$ cat src/rtl/decode_hazard_controller.sv
// Decode->execute pipeline register sequencing: load-use bubbles, multi-cycle
// multiply holds, D-cache miss waits and taken-branch flushes.
module decode_hazard_controller #(
    parameter int REGISTER_INDEX_WIDTH = 5,
    parameter int MUL_LATENCY          = 5,
    parameter int FLUSH_CYCLES         = 2,
    parameter int CNT_WIDTH            = 3
) (
    input  logic                            clk,
    input  logic                            reset,
    input  logic                            id_valid,
    input  logic [REGISTER_INDEX_WIDTH-1:0] id_src1,
    input  logic [REGISTER_INDEX_WIDTH-1:0] id_src2,
    input  logic                            id_uses_src2,
    input  logic                            id_is_mul,
    input  logic [REGISTER_INDEX_WIDTH-1:0] ex_dst,
    input  logic                            ex_mem_to_reg,
    input  logic                            ex_branch_taken,
    input  logic                            dcache_access,
    input  logic                            dcache_ready,
    output logic                            stall_out,
    output logic                            execution_empty_out,
    output logic                            set_nop_out,
    output logic [15:0]                     stall_count_out
);

    typedef enum logic [1:0] {RUN, MUL_BUSY, MEM_WAIT, FLUSH} state_t;

    localparam logic [CNT_WIDTH-1:0] CNT_ONE    = CNT_WIDTH'(1);
    localparam logic [CNT_WIDTH-1:0] MUL_LOAD   = CNT_WIDTH'(MUL_LATENCY - 1);
    localparam logic [CNT_WIDTH-1:0] FLUSH_LOAD = CNT_WIDTH'(FLUSH_CYCLES - 1);

    state_t               state_q, state_d;
    logic [CNT_WIDTH-1:0] cnt_q, cnt_d;
    logic [15:0]          stall_count_q, stall_count_d;

    logic                 load_use;
    logic                 run_like;
    logic [CNT_WIDTH-1:0] cnt_dec;

    assign load_use = ex_mem_to_reg & id_valid & (ex_dst != '0) &
                      ((ex_dst == id_src1) | (id_uses_src2 & (ex_dst == id_src2)));
    assign cnt_dec  = (cnt_q == '0) ? '0 : cnt_q - CNT_ONE;

    always_comb begin
        state_d             = state_q;
        cnt_d               = cnt_q;
        stall_out           = 1'b0;
        execution_empty_out = 1'b1;
        set_nop_out         = 1'b0;
        run_like            = 1'b0;

        if (!reset) begin
            stall_out   = 1'b1;
            set_nop_out = 1'b1;
            state_d     = RUN;
            cnt_d       = '0;
        end else if (ex_branch_taken) begin
            // A single-bubble flush is fully covered by the branch cycle itself.
            set_nop_out = 1'b1;
            state_d     = (FLUSH_CYCLES > 1) ? FLUSH : RUN;
            cnt_d       = FLUSH_LOAD;
        end else begin
            case (state_q)
                MUL_BUSY: begin
                    stall_out           = 1'b1;
                    execution_empty_out = 1'b0;
                    cnt_d               = cnt_dec;
                    if (cnt_q <= CNT_ONE) begin
                        state_d = RUN;
                        cnt_d   = '0;
                    end
                end
                MEM_WAIT: begin
                    if (dcache_ready) begin
                        run_like = 1'b1;
                    end else begin
                        stall_out           = 1'b1;
                        execution_empty_out = 1'b0;
                    end
                end
                FLUSH: begin
                    set_nop_out = 1'b1;
                    cnt_d       = cnt_dec;
                    // Branch cycle already supplied one bubble, so exit as the count drains.
                    if (cnt_q <= CNT_ONE) begin
                        state_d = RUN;
                        cnt_d   = '0;
                    end
                end
                default: run_like = 1'b1;
            endcase
        end

        if (run_like) begin
            state_d = RUN;
            if (load_use) begin
                stall_out   = 1'b1;
                set_nop_out = 1'b1;
            end else if (id_is_mul && id_valid) begin
                state_d = MUL_BUSY;
                cnt_d   = MUL_LOAD;
            end else if (dcache_access && !dcache_ready) begin
                state_d = MEM_WAIT;
            end
        end
    end

    always_comb begin
        stall_count_d = stall_count_q;
        if (stall_out && (stall_count_q != 16'hFFFF)) begin
            stall_count_d = stall_count_q + 16'd1;
        end
    end

    always_ff @(posedge clk) begin
        if (!reset) begin
            state_q       <= RUN;
            cnt_q         <= '0;
            stall_count_q <= '0;
        end else begin
            state_q       <= state_d;
            cnt_q         <= cnt_d;
            stall_count_q <= stall_count_d;
        end
    end

    assign stall_count_out = stall_count_q;

endmodule

$ cat config.mk
export PLATFORM = sky130hd
export DESIGN_NAME = decode_hazard_controller
export DESIGN_NICKNAME = d
export VERILOG_FILES = /design/src/rtl/decode_hazard_controller.sv
export SDC_FILE = /design/constraint.sdc
export NUM_CORES = 1
export LEC_CHECK = 0
export ABC_AREA = 1
export CAP_MARGIN = 20
export CORE_MARGIN = 1
export CORE_UTILIZATION = 45
export CTS_BUF_LIST = sky130_fd_sc_hd__clkbuf_8
export CTS_CLUSTER_DIAMETER = 100
export CTS_CLUSTER_SIZE = 25
export DETAILED_ROUTE_END_ITERATION = 8
export GPL_ROUTABILITY_DRIVEN = 0
export PLACE_DENSITY_LB_ADDON = 0.08
export SYNTH_ARGS = -nofsm -noshare
export SYNTH_HDL_FRONTEND = slang
export SYNTH_SLANG_ARGS = --single-unit
$ cat constraint.sdc
create_clock -name clk -period 1.81 [get_ports clk]
set_input_delay 0.181 -clock clk [delete_from_list [all_inputs] [get_ports clk]]
set_output_delay 0.181 -clock clk [all_outputs]
set_load 0.01 [all_outputs]
### Word-level counts from Yosys, hierarchy flattened

Index checks and enable logic that the tools add are counted.

* register bits: 21
* output and inout bits: 19
* logic and storage cells: 59

* add/subtract/negate cells: 2
* order comparisons: 1
* equal/unequal tests: 6
* multiplexer cells: 32
* bitwise logic cells: 5
* reduce and logical (&&, ||, !) cells: 10

Operator list (count)
* 3-bit 2-to-1 mux: 7
* 16-bit by 1-bit adder with 16-bit output (second input constant): 1
* 16-bit inequality test (second input constant): 1
* 1-bit 2-to-1 mux: 15
* 2-bit 2-to-1 mux: 7
* 5-bit equality test: 2
* 1-bit case mux with 2 select lines: 3
* 3-bit nonzero test: 2
* 5-bit nonzero test: 1
* 1-bit bitwise AND: 4
* 2-bit equality test (second input constant): 2
* 3-bit by 1-bit less-or-equal comparator with 1-bit output (second input constant): 1
* 1-bit logical AND: 3
* 3-bit zero test: 1
* 3-bit by 1-bit subtractor with 3-bit output (second input constant): 1
* 2-bit by 1-bit equality test with 1-bit output (second input constant): 1
* 2-bit AND reduction: 1
* 2-bit OR reduction: 1
* 1-bit zero test: 1
* 1-bit bitwise OR: 1

### Longest topological paths before layout

Gate-level depths: netlist (run 1).

* word-level depth: 8
* mapped depth: 12

### Worst setup path before layout (run 1)

No wires, ideal clock.

* kind: register to register
* start point: reg stall_count_q[0] (netlist: stall_count_out[0])
* end point: reg stall_count_q[0] (netlist: stall_count_out[0])
* data arrival time: 1593 ps
* slack: 102 ps
* stages on the path, launching flop included: 10
* buffers on the path: 1
* period minus slack after synthesis: 1708 ps
* cells stage by stage: dfxtp_1 ha_1 nand3_2 nor2_4 nand2_2 nor3_4 nand2_4 buf_6 a21oi_1 nor2_1

* word-level cells in the longest chain between the ends: 2
* elaborated cells on any way between the ends: 3

RTL lines
* from (decl): line 35 `logic [15:0] stall_count_q, stall_count_d;`
* from (signal assigned): line 124 `stall_count_q <= stall_count_d;`
* branches (longest 2 deep; another with 16-bit by 1-bit adder with 16-bit output)

Several ways; the timed one is not identified.
A chain may end at the register's enable or synchronous reset.

### Worst setup path in the final report (run 1)

* start point: reg state_q[1]
* end point: out stall_out

* word-level cells in the longest chain between the ends: 6
* elaborated cells on any way between the ends: 12

RTL lines
* from (decl): line 33 `state_t state_q, state_d;`
* from (signal assigned): line 122 `state_q <= state_d;`
* 2-bit equality test or 2-bit by 1-bit equality test with 1-bit output (tied branches): line 64 `case (state_q)`
* 1-bit case mux with 2 select lines or 2-bit OR reduction (tied branches)
* 1-bit 2-to-1 mux or 1-bit case mux with 2 select lines (tied branches): line 58, 64
* 1-bit 2-to-1 mux (on tied branches): line 53, 58
* 1-bit 2-to-1 mux (on tied branches): line 97, 53
* 1-bit 2-to-1 mux (*): line 95 `if (run_like) begin`
* to (decl): line 21 `output logic stall_out,`

Mark *: on every way between the ends. The rest lies on a longest branch, timed or not.

==> summary.txt, run 1 <==
STA
  • Number of hold violations in the final report: 0
  • Final Worst Setup Slack: 0.0855 ns
  • Post-route clock period utilization: 0.953
  • Max-slew violation count: 0
  • Fmax: 580 MHz
  • Post-layout min period: 1.72 ns
  • Worst-Margin Slew: 0.279 ns
  • Final clock skew: 0.00213 ns
  • Final setup violating endpoints: 0
  • Tightest slew margin relative to the limit: 0.812

Route
  • Final routed DRC violation total: 0
  • Antenna-violating nets left: 0
  • Via count: 1,634
  • Violation count after the first detailed-route iteration: 77
  • First-pass detailed-route iteration total: 4
  • Routed wire length per instance: 11.0 um
  • Vias/cell: 4.74
  • DRT Wirelength: 3810 um

CTS
  • Num CTS Buffers: 3
  • CTS Buffer Depth: 2
  • TritonCTS clock tree: yes
  • Number of clock sinks: 21
  • H-tree level count: 1
  • Clock slew seen by the registers of the worst setup and hold paths: 0.07 ns
  • Clock network latency to the later pin of the worst-skew pair: 0.25 ns
  • Clock tree root buffer cell: sky130_fd_sc_hd__clkbuf_8

Place
  • Count of input and output buffers: 42
  • HPWL Detailed: 2810 um
  • Placed cell areas: 0.00222 mm^2
  • Setup Slack @ Placement: -0.268 ns

Power and ir drop
  • Power Density: 472 mW/mm^2
  • Maximum resistive drop on vdd: 0.531 mV
  • Static leakage: 0.998 nW

Critical path
  • Critical Path AT: 1.54 ns
  • Worst EP required: 1.63 ns
  • Kind of start point of the critical path: register
  • Worst Setup End Kind: output port
  • Path depth of the worst reg2reg path: 11
  • Critical path class: register to output port
  • Crit-path max FO: 3

Logic synthesis
  • Synthesized-area fraction occupied by adder cells: 0.0455
  • Synth top area share: 0.255
  • Fraction of synthesized area in multiplexers: 0
  • Synth Instances: 237
  • Post-synthesis async set-or-reset flop share: 0
  • Top cells by area in the synthesized netlist: sky130_fd_sc_hd__dfxtp_1 25%, sky130_fd_sc_hd__nand2_1 14%, sky130_fd_sc_hd__nand3_1 5.8%
  • Flip-flop cell with the highest count after synthesis: sky130_fd_sc_hd__dfxtp_1
  • Synthesized net count: 267
  • Share of the synthesized netlist area taken by xor and xnor gates: 0.0743
  • Number of flip-flops and latches in the synthesized netlist: 21
  • Synth Cell Area: 0.00165 mm^2
  • Share of the synthesized area in compound gates (AO/OA/AOI/OAI): 0.130
  • Share of synthesized area occupied by flip-flops and latches: 0.255
  • Mean Syn Cell Area: 6.96 um^2
  • Most used standard cells in the synthesized netlist: 60 x sky130_fd_sc_hd__nand2_1, 25 x sky130_fd_sc_hd__inv_1, 22 x sky130_fd_sc_hd__nor2_1
  • Simple-Gate Fraction of Synth Area: 0.384
  • Count of warnings emitted by yosys: 0
  • Number of distinct library cells after synthesis: 29
  • Most common cell in the synthesized netlist: sky130_fd_sc_hd__nand2_1
  • Number of enable-type register cells in the synthesized netlist: 0
  • Biggest area consumer among synthesized cells: sky130_fd_sc_hd__dfxtp_1
  • Combinational family with the most area after synthesis: simple AND/OR/NAND/NOR gates

Outcome
  • Run status: finished clean

GRT
  • Largest net degree at the start of global routing: 16
  • GRT Residual Overflow: 0
  • Initial antenna violation count: 0
  • Global-route wire length before repair: 6590 um
  • Number of global-route vias before repair: 1,503
  • Global router's overall resource usage: 0.204

Finish
  • Multi-input combinational cell area: 0.00111 mm^2
  • Number of nets in the final layout: 330
  • Count of fill cells added during filler insertion: 300
  • Reg area: 430 um^2
  • Synth-to-layout area growth: 43.0%
  • Final antenna diode count: 0
  • Final design area excluding fillers: 0.00236 mm^2
  • Share of the core filled with cells in the final layout: 0.691
  • Fraction of layout instances using a drive strength above 1: 0.251

Die
  • Boundary Pins: 43
  • Starting utilization of the core area: 0.483
  • Number of placement rows: 21
  • Die Outline Area: 0.00391 mm^2
  • Die Wd: 62.6 um
  • Height of the die: 62.6 um
  • Placeable core region: 0.00342 mm^2

Worst hold path
  • Classification of the worst-slack hold path: register to register
  • Worst hold path cell count: 2

Job
  • Max capacitance violation total: 0
-- per-stage QoR --
stage,power (mW),hold slack [ns],instances,TNS [ns]
CTS,1.09,0.503,344,-0.0811
detailed placement,0.787,0.489,340,-3.10
finish,1.11,0.498,345,0
global placement,0.784,0.482,340,-2.61
global route,1.19,0.562,345,-0.0782
floorplan,0.660,0.302,237,0
-- critical path, cell delays in order (launching register included) --
cell	delay, ns
sky130_fd_sc_hd__dfxtp_4	0.36
sky130_fd_sc_hd__buf_4	0.14
sky130_fd_sc_hd__ha_4	0.16
sky130_fd_sc_hd__nor2_4	0.11
sky130_fd_sc_hd__a21boi_2	0.07
sky130_fd_sc_hd__nor2_4	0.14
sky130_fd_sc_hd__nand3_4	0.09
sky130_fd_sc_hd__nand2_4	0.11
sky130_fd_sc_hd__buf_6	0.11
-- routing by layer --
layer  track usage  share of wire  wire (um)
met4        0.0349        0.00052          2
met3        0.0383          0.032        123
met1         0.296           0.53       2020
met2         0.315           0.44       1670
met5             0              0          0
-- report_power, final --
group | total [mW] | internal, mW | switching (mW)
Sequential | 0.493 | 0.478 | 0.0157
Combinational | 0.326 | 0.165 | 0.161
Clock | 0.295 | 0.151 | 0.144
Total | 1.11 | 0.793 | 0.321
-- layout by cell type (no fill, tap or decap), types with 2 or more instances in the layout --
cell type / count
sky130_fd_sc_hd__inv_1: 25
sky130_fd_sc_hd__a21oi_1: 13
sky130_fd_sc_hd__nand3_2: 8
sky130_fd_sc_hd__ha_4: 3
sky130_fd_sc_hd__inv_2: 10
sky130_fd_sc_hd__nand4_1: 3
sky130_fd_sc_hd__xnor2_1: 5
sky130_fd_sc_hd__nand2_4: 2
sky130_fd_sc_hd__dfxtp_1: 17
sky130_fd_sc_hd__buf_6: 2
sky130_fd_sc_hd__buf_4: 19
sky130_fd_sc_hd__ha_1: 3
sky130_fd_sc_hd__o211ai_1: 2
sky130_fd_sc_hd__o21ai_0: 3
sky130_fd_sc_hd__dfxtp_4: 2
sky130_fd_sc_hd__nor2_4: 4
sky130_fd_sc_hd__nand2_1: 60
sky130_fd_sc_hd__nor2_1: 20
sky130_fd_sc_hd__clkbuf_8: 3
sky130_fd_sc_hd__nor2_2: 2
sky130_fd_sc_hd__a21oi_2: 10
sky130_fd_sc_hd__dfxtp_2: 2
sky130_fd_sc_hd__nor3_1: 2
sky130_fd_sc_hd__nand3_1: 19
sky130_fd_sc_hd__clkdlybuf4s50_1: 39
sky130_fd_sc_hd__xor2_1: 9
-- worst paths after layout --
kind	slack [ns]	to	from
setup / recovery	0.09	stall_out	state_q[1]
hold / removal	0.50	stall_count_out[11]	stall_count_out[11]
setup reg to reg	0.11	stall_count_out[1]	state_q[1]
hold reg to reg	0.50	stall_count_out[11]	stall_count_out[11]
-- sequential cells by signal, indices dropped and copies added (netlist names) --
name / cells
stall_count_out: 16
cnt_q: 3
state_q: 2
-- logic make-up after synthesis --
group	after synthesis
AO/OA/AOI/OAI	32
XOR/XNOR	14
adder cells (fa/ha/maj)	6
buffers and inverters	39
flip-flops	21
AND/OR/NAND/NOR	125
-- repair_timing --
action | CTS | global route
setup buffers | 0 | 1
pin swaps | 1 | 9
endpoints found under the setup margin | 17 | 18
hold buffers | 0 | 0
resized for setup | 7 | 26
-- cell type report --
cell class                 count  area share
clock buffer                   3      0.0175
inverter                      34      0.0541
clock inverter                 1     0.00159
sequential                    21       0.182
timing repair buffer          63       0.250
multi-input combinational    177       0.470
tap                           46      0.0244
Note: power is estimated with default switching activity, not from simulation.
==> inputs of run 2 (changes only) <==
Settings changed: CORE_UTILIZATION 45 to 46, CTS_CLUSTER_DIAMETER 100 to not set, SKIP_CTS_REPAIR_TIMING set to 1.
==> run 2 against run 1 <==
Die area down 2.1%. Cell area down 0.90%. Largest power group unchanged. Highest routed layer unchanged. Register-to-register slack about the same. Global-route usage down 0.48 points. Final cell count up 1.2%. Fmax about the same.
==> summary.txt, run 2 (synthesis gave the netlist of run 1 again) <==
GRT
  • Largest net degree at the start of global routing: 16 (unchanged)
  • Global-route wire length before repair: 5790 um (-12%)
  • Initial antenna violation count: 0 (unchanged)
  • Number of global-route vias before repair: 1,378 (-8.3%)
  • GRT Residual Overflow: 0 (unchanged)
  • Global router's overall resource usage: 0.199 (-0.00483)

STA
  • Number of hold violations in the final report: 0 (unchanged)
  • Tightest slew margin relative to the limit: 0.818 (+0.00616)
  • Post-route clock period utilization: 0.952 (about the same)
  • Worst-Margin Slew: 0.270 ns (-0.00912 ns)
  • Fmax: 580 MHz (about the same)
  • Post-layout min period: 1.72 ns (-0.00131 ns)
  • Final setup violating endpoints: 0 (unchanged)
  • Unrepaired setup endpoints after global routing: true
  • Final clock skew: 0.00586 ns (+0.00373 ns)
  • Max-slew violation count: 0 (unchanged)

Critical path
  • Crit-path max FO: 4 (+1)
  • Worst Setup End Kind: output port
  • Critical Path AT: 1.54 ns (about the same)
  • Kind of start point of the critical path: register
  • Critical path class: register to output port
  • Worst EP required: 1.63 ns (about the same)

Finish
  • Most used cells in the layout excluding fill and tap cells: 60 x sky130_fd_sc_hd__nand2_1, 39 x sky130_fd_sc_hd__clkdlybuf4s50_1, 25 x sky130_fd_sc_hd__inv_1
  • Most common cell after layout, fill and taps aside: sky130_fd_sc_hd__nand2_1
  • Max FFs per register: 16 (unchanged)
  • Fraction of layout instances using a drive strength above 1: 0.244 (-0.00661)
  • Share of the core filled with cells in the final layout: 0.690 (-0.000920)
  • Number of nets in the final layout: 334 (+1.2%)
  • Count of fill cells added during filler insertion: 301 (+0.33%)
  • Final antenna diode count: 0 (unchanged)
  • Synth-to-layout area growth: 41.7%

Route
  • DRT Wirelength: 3730 um (-2.0%)
  • Via count: 1,669 (+2.1%)
  • Antenna-violating nets left: 0 (unchanged)
  • First-pass detailed-route iteration total: 4 (unchanged)
  • Final routed DRC violation total: 0 (unchanged)
  • Vias/cell: 4.78 (+0.97%)
  • Routed wire length per instance: 10.7 um (-3.1%)
  • Violation count after the first detailed-route iteration: 67 (-13%)

Die
  • Height of the die: 61.9 um (-1.1%)
  • Number of placement rows: 21 (unchanged)
  • Die Outline Area: 0.00383 mm^2 (-2.1%)
  • Boundary Pins: 43 (unchanged)
  • Starting utilization of the core area: 0.487 (+0.00375)
  • Placeable core region: 0.00339 mm^2 (-0.77%)
  • Die Wd: 61.9 um (-1.1%)

Worst hold path
  • Classification of the worst-slack hold path: register to register

Place
  • Count of input and output buffers: 42 (unchanged)
  • HPWL Detailed: 2870 um (+2.2%)

Job
  • Max capacitance violation total: 0 (unchanged)

CTS
  • CTS Buffer Depth: 2 (unchanged)
  • Clock slew seen by the registers of the worst setup and hold paths: 0.08 ns (about the same)
  • TritonCTS clock tree: yes
  • Clock network latency to the later pin of the worst-skew pair: 0.26 ns (about the same)
  • H-tree level count: 1 (unchanged)
  • Number of clock sinks: 21 (unchanged)
  • Num CTS Buffers: 3 (unchanged)
  • Clock tree root buffer cell: sky130_fd_sc_hd__clkbuf_8

Power and ir drop
  • Clock power frac: 0.283 (+0.019)
  • Portion of total power attributed to combinational logic: 0.274 (-0.019)
  • Power Density: 472 mW/mm^2 (about the same)
  • Total net switching power: 323 uW (+0.70%)
  • Maximum resistive drop on vdd: 0.560 mV (+5.3%)
  • Internal power: 782 uW (-1.4%)
  • Post-layout total power: 1.10 mW (-0.83%)
  • Net switching fraction of the power: 0.292 (+0.00443)
  • Static leakage: 1.01 nW (+1.5%)
  • Sequential fraction of design power: 0.442 (about the same)

Outcome
  • Run status: finished clean
[run 2: layout make-up]
type	count	area (um^2)	share of cell area
repair buffers	67	617	0.264
clock inverters	1	5.00	0.00214
well taps	46	57.6	0.0246
clock buffers	3	41.3	0.0177
multi-input cells	177	1070	0.456
flip-flops and latches	21	423	0.181
inverters	34	128	0.0546
[run 2: metal layers]
layer	vias to the layer above	track usage	routed length [um]
met1	737	0.273	1870
li1	890	-	-
met4	0	0.0381	14
met2	40	0.329	1670
met5	-	0	0
met3	2	0.0373	181
[run 2: critical path: stages (launching register included)]
cell and delay, ns:
sky130_fd_sc_hd__dfxtp_2 0.34, sky130_fd_sc_hd__inv_1 0.06, sky130_fd_sc_hd__ha_2 0.19, sky130_fd_sc_hd__inv_2 0.05, sky130_fd_sc_hd__nor2_1 0.08, sky130_fd_sc_hd__nor2_1 0.05
sky130_fd_sc_hd__o31ai_2 0.23, sky130_fd_sc_hd__inv_2 0.07, sky130_fd_sc_hd__nand2_4 0.09, sky130_fd_sc_hd__buf_2 0.13
[run 2: stage by stage]
| step | cells | TNS, ns | setup WS (ns) | area, um^2 | hold slack, ns |
|---|---|---|---|---|---|
| 2_1_floorplan | 237 | 0 | 0.102 | 1650 | 0.302 |
| 3_3_place_gp | 339 | -2.49 | -0.239 | 2210 | 0.495 |
| 3_5_place_dp | 339 | -2.90 | -0.247 | 2210 | 0.494 |
| 4_1_cts | 343 | -1.80 | -0.429 | 2260 | 0.508 |
| 5_1_grt | 349 | -0.406 | -0.0580 | 2340 | 0.547 |
| 6_report | 349 | 0 | 0.0868 | 2340 | 0.505 |
[run 2: worst paths after layout]
check	start	depth (start not counted)	end	slack (ns)
hold reg to reg	stall_count_out[11]	2	stall_count_out[11]	0.50
setup / recovery	state_q[0]	9	stall_out	0.09
hold / removal	stall_count_out[11]	2	stall_count_out[11]	0.50
setup reg to reg	stall_count_out[1]	9	stall_count_out[5]	0.11
[run 2: power by group through the flow]
stage	Combinational, mW	Sequential [mW]	Clock (mW)
final	0.303	0.489	0.313
after global routing	0.334	0.491	0.344
after CTS	0.288	0.487	0.324
after detailed placement	0.287	0.498	0
after global placement	0.284	0.498	0
after floorplan	0.160	0.500	0
==> inputs of run 3 (changes only) <==
Settings changed: ABC_AREA 1 to not set, CORE_UTILIZATION 46 to 49.
Clock period 1.81 ns to 1.9 ns, I/O delays scaled along.
==> run 3 against run 2 <==
The run now ends with DRC, setup timing left. Clock power decreased by 4%. Utilization rose by 19 points. Synthesized cell count down 30%. Sequential power fell by 5.5%. Total power decreased by 0.83%. Setup slack lost 0.31 ns. Sequential share of layout area fell by 0.96 points. Via count fell by 1.6%. Die area is 14% lower. Critical path type is now primary input to register. Critical endpoint is now stall_count_out[8]. Largest power group unchanged.
==> summary.txt, run 3 <==
Critical path
  • Worst Setup End Kind: register
  • Slowest library cell on the worst path: sky130_fd_sc_hd__or4_4
  • Worst path max stage delay: 0.53 ns (+0.19 ns)
  • Crit-path max FO: 7 (+3)
  • Critical path class: primary input to register
  • Kind of start point of the critical path: primary input
  • Setup slack, reg-to-reg: -0.18 ns (-0.29 ns)
  • Beginning of the worst register-to-register path: state_q[0]
  • Critical Path AT: 2.32 ns (+0.78 ns)
  • Crit Reg-Reg Endpoint: stall_count_out[8]
  • Cells along the critical path: clkdlybuf4s50_1 > xnor2_1 > nand3_1 > o22ai_2 > a31oi_4 > buf_12 > or4_4 > a21oi_2
  • Path depth of the worst reg2reg path: 9 (unchanged)
  • Worst EP required: 2.10 ns (+0.47 ns)

CTS
  • Clock tree root buffer cell: sky130_fd_sc_hd__clkbuf_8
  • Number of clock sinks: 21 (unchanged)
  • Num CTS Buffers: 3 (unchanged)
  • CTS Buffer Depth: 2 (unchanged)
  • H-tree level count: 1 (unchanged)
  • Clock network latency to the later pin of the worst-skew pair: 0.27 ns (about the same)
  • TritonCTS clock tree: yes
  • Clock slew seen by the registers of the worst setup and hold paths: 0.08 ns (about the same)

Place
  • HPWL Detailed: 2830 um (-1.6%)
  • Placed insts: 255 (-25%)
  • Count of input and output buffers: 42 (unchanged)

Finish
  • Finished Layout Cells: 268 (-23%)
  • Fraction of layout instances using a drive strength above 1: 0.397 (+0.152)
  • Max FFs per register: 16 (unchanged)
  • Most common cell after layout, fill and taps aside: sky130_fd_sc_hd__clkdlybuf4s50_1
  • Most used cells in the layout excluding fill and tap cells: 34 x sky130_fd_sc_hd__clkdlybuf4s50_1, 25 x sky130_fd_sc_hd__buf_4, 19 x sky130_fd_sc_hd__dfxtp_1
  • Synth-to-layout area growth: 65.9%
  • Number of nets in the final layout: 268 (-20%)
  • Final antenna diode count: 0 (unchanged)

Worst hold path
  • Classification of the worst-slack hold path: register to register
  • Worst hold path cell count: 2 (unchanged)
  • Worst hold start: stall_count_out[7]
  • Worst Hold End: stall_count_out[7]

Logic synthesis
  • Combinational family with the most area after synthesis: simple AND/OR/NAND/NOR gates
  • Share of the synthesized netlist area taken by xor and xnor gates: 0.0581 (-0.0162)
  • Flip-flop cell with the highest count after synthesis: sky130_fd_sc_hd__dfxtp_1
  • Simple-Gate Fraction of Synth Area: 0.272 (-0.112)
  • Most common cell in the synthesized netlist: sky130_fd_sc_hd__dfxtp_1
  • Most used standard cells in the synthesized netlist: 21 x sky130_fd_sc_hd__dfxtp_1, 14 x sky130_fd_sc_hd__nand2_1, 10 x sky130_fd_sc_hd__or4_1, 10 x sky130_fd_sc_hd__xnor2_1
  • Biggest area consumer among synthesized cells: sky130_fd_sc_hd__dfxtp_1
  • Number of distinct library cells after synthesis: 44 (+52%)
  • Fraction of synthesized area in multiplexers: 0.0332 (+0.0332)
  • Number of flip-flops and latches in the synthesized netlist: 21 (unchanged)
  • Top cells by area in the synthesized netlist: sky130_fd_sc_hd__dfxtp_1 28%, sky130_fd_sc_hd__o31ai_2 5.8%, sky130_fd_sc_hd__xnor2_1 5.8%
  • Synth top area share: 0.279 (+0.0243)
  • Synth Instances: 165 (-30%)
  • Post-synthesis async set-or-reset flop share: 0 (unchanged)
  • Synthesized net count: 195 (-27%)
  • Share of synthesized area occupied by flip-flops and latches: 0.279 (+0.0243)
  • Share of the synthesized area in compound gates (AO/OA/AOI/OAI): 0.239 (+0.110)
  • Synth Cell Area: 0.00151 mm^2 (-8.7%)
  • Mean Syn Cell Area: 9.13 um^2 (+31%)
  • Synthesized-area fraction occupied by adder cells: 0.0498 (+0.00434)
  • Number of enable-type register cells in the synthesized netlist: 0 (unchanged)
  • Count of warnings emitted by yosys: 0 (unchanged)

Die
  • Number of placement rows: 19 (-9.5%)
  • Starting utilization of the core area: 0.533 (+0.0456)
  • Placeable core region: 0.00283 mm^2 (-17%)
  • Die Wd: 57.4 um (-7.2%)
  • Boundary Pins: 43 (unchanged)
  • Height of the die: 57.4 um (-7.2%)
  • Die Outline Area: 0.00330 mm^2 (-14%)

STA
  • Final clock skew: 0.00402 ns (-0.00184 ns)
  • Tightest slew margin relative to the limit: 0.774 (-0.0435)
  • Post-route clock period utilization: 1.12
  • Post-layout min period: 2.12 ns
  • Max-slew violation count: 0 (unchanged)
  • Number of hold violations in the final report: 0 (unchanged)
  • Unrepaired setup endpoints after global routing: true
  • Final setup violating endpoints: 17 (+17)
  • Final Worst Setup Slack: -0.219 ns (-0.306 ns)
  • Fmax: 472 MHz
  • Worst-Margin Slew: 0.337 ns (+0.0675 ns)

GRT
  • Global-route wire length before repair: 6110 um (+5.6%)
  • GRT Residual Overflow: 0 (unchanged)
  • Initial antenna violation count: 0 (unchanged)
  • Global router's overall resource usage: 0.234 (+0.0348)
  • Largest net degree at the start of global routing: 27 (+11)
  • Number of global-route vias before repair: 1,404 (+1.9%)

Route
  • Antenna-violating nets left: 0 (unchanged)
  • Vias/cell: 6.13 (+28%)
  • First-pass detailed-route iteration total: 6 (+2)
  • Via count: 1,642 (-1.6%)
  • Routed wire length per instance: 20.0 um (+87%)
  • Violation count after the first detailed-route iteration: 93 (+39%)
  • Final routed DRC violation total: 5 (+5)
  • DRT Wirelength: 5360 um (+44%)

Job
  • Max capacitance violation total: 0 (unchanged)

Power and ir drop
  • Static leakage: 0.912 nW (-10%)
  • Post-layout total power: 1.10 mW (-0.83%)
  • Power Density: 438 mW/mm^2 (-7.2%)
  • Maximum resistive drop on vdd: 0.563 mV (+0.61%)

Outcome
  • Run status: finished, violations left
  • Failing checks: DRC, setup timing
[run 3: area by class of cell]
type | instances | area [um^2]
fill | 126 | 330
clock inverter | 1 | 5.00
multi-input combinational | 128 | 1200
sequential | 21 | 428
timing repair buffer | 74 | 743
clock buffer | 3 | 41.3
tap | 31 | 38.8
inverter | 10 | 37.5
[run 3: critical path: cells and delay by family]
| kind | cells | cell delay, ns |
|---|---|---|
| buf+inv | 2 | 0.67 |
| compound gates | 3 | 0.63 |
| simple gates | 2 | 0.68 |
| xor+xnor | 1 | 0.14 |
[run 3: how the worst max path moves through the flow]
| stage | end | cells after the start | start |
|---|---|---|---|
| final | stall_count_out[8] | 8 | id_src1[1] |
| after global routing | stall_count_out[8] | 9 | state_q[0] |
| after CTS | set_nop_out | 5 | ex_dst[1] |
| after detailed placement | stall_count_out[4] | 9 | ex_dst[1] |
| after global placement | set_nop_out | 5 | ex_dst[1] |
| after floorplan | stall_count_out[2] | 9 | state_q[1] |
[run 3: layer usage]
| metal | GRT usage | share of wire | vias up |
|---|---|---|---|
| li1 | - | - | 755 |
| met1 | 0.282 | 0.40 | 811 |
| met2 | 0.422 | 0.52 | 56 |
| met3 | 0.0317 | 0.045 | 20 |
| met4 | 0.0836 | 0.039 | 0 |
| met5 | 0 | 0 | - |
[run 3: metrics by stage]
step / TNS (ns) / util / setup WS (ns) / hold WS [ns] / cell area [um^2]
finish: -1.78 / 0.883 / -0.219 / 0.528 / 2500
detailed placement: -9.14 / 0.759 / -0.522 / 0.478 / 2150
floorplan: -0.00441 / - / -0.00441 / 0.347 / 1560
global placement: -7.31 / 0.759 / -0.470 / 0.466 / 2150
CTS: -3.93 / 0.775 / -0.505 / 0.492 / 2190
global route: -3.00 / 0.883 / -0.271 / 0.552 / 2500
[run 3: cell families (layout without fill, tap and decap cells)]
| family | count (synthesis) | in the layout |
|---|---|---|
| AOI/OAI and AO/OA | 40 | 40 |
| xor gates and xnor gates | 10 | 10 |
| adders and majority gates | 6 | 6 |
| buffers and inverters | 16 | 88 |
| DFF | 21 | 21 |
| muxes | 5 | 5 |
| and+or+nand+nor | 67 | 67 |
[run 3: where the power goes]
part           switching, mW  internal, mW  leakage [nW]
Combinational          0.155         0.180         0.715
Sequential            0.0124         0.449         0.172
Clock                  0.152         0.146        0.0255
Total                  0.319         0.776         0.912
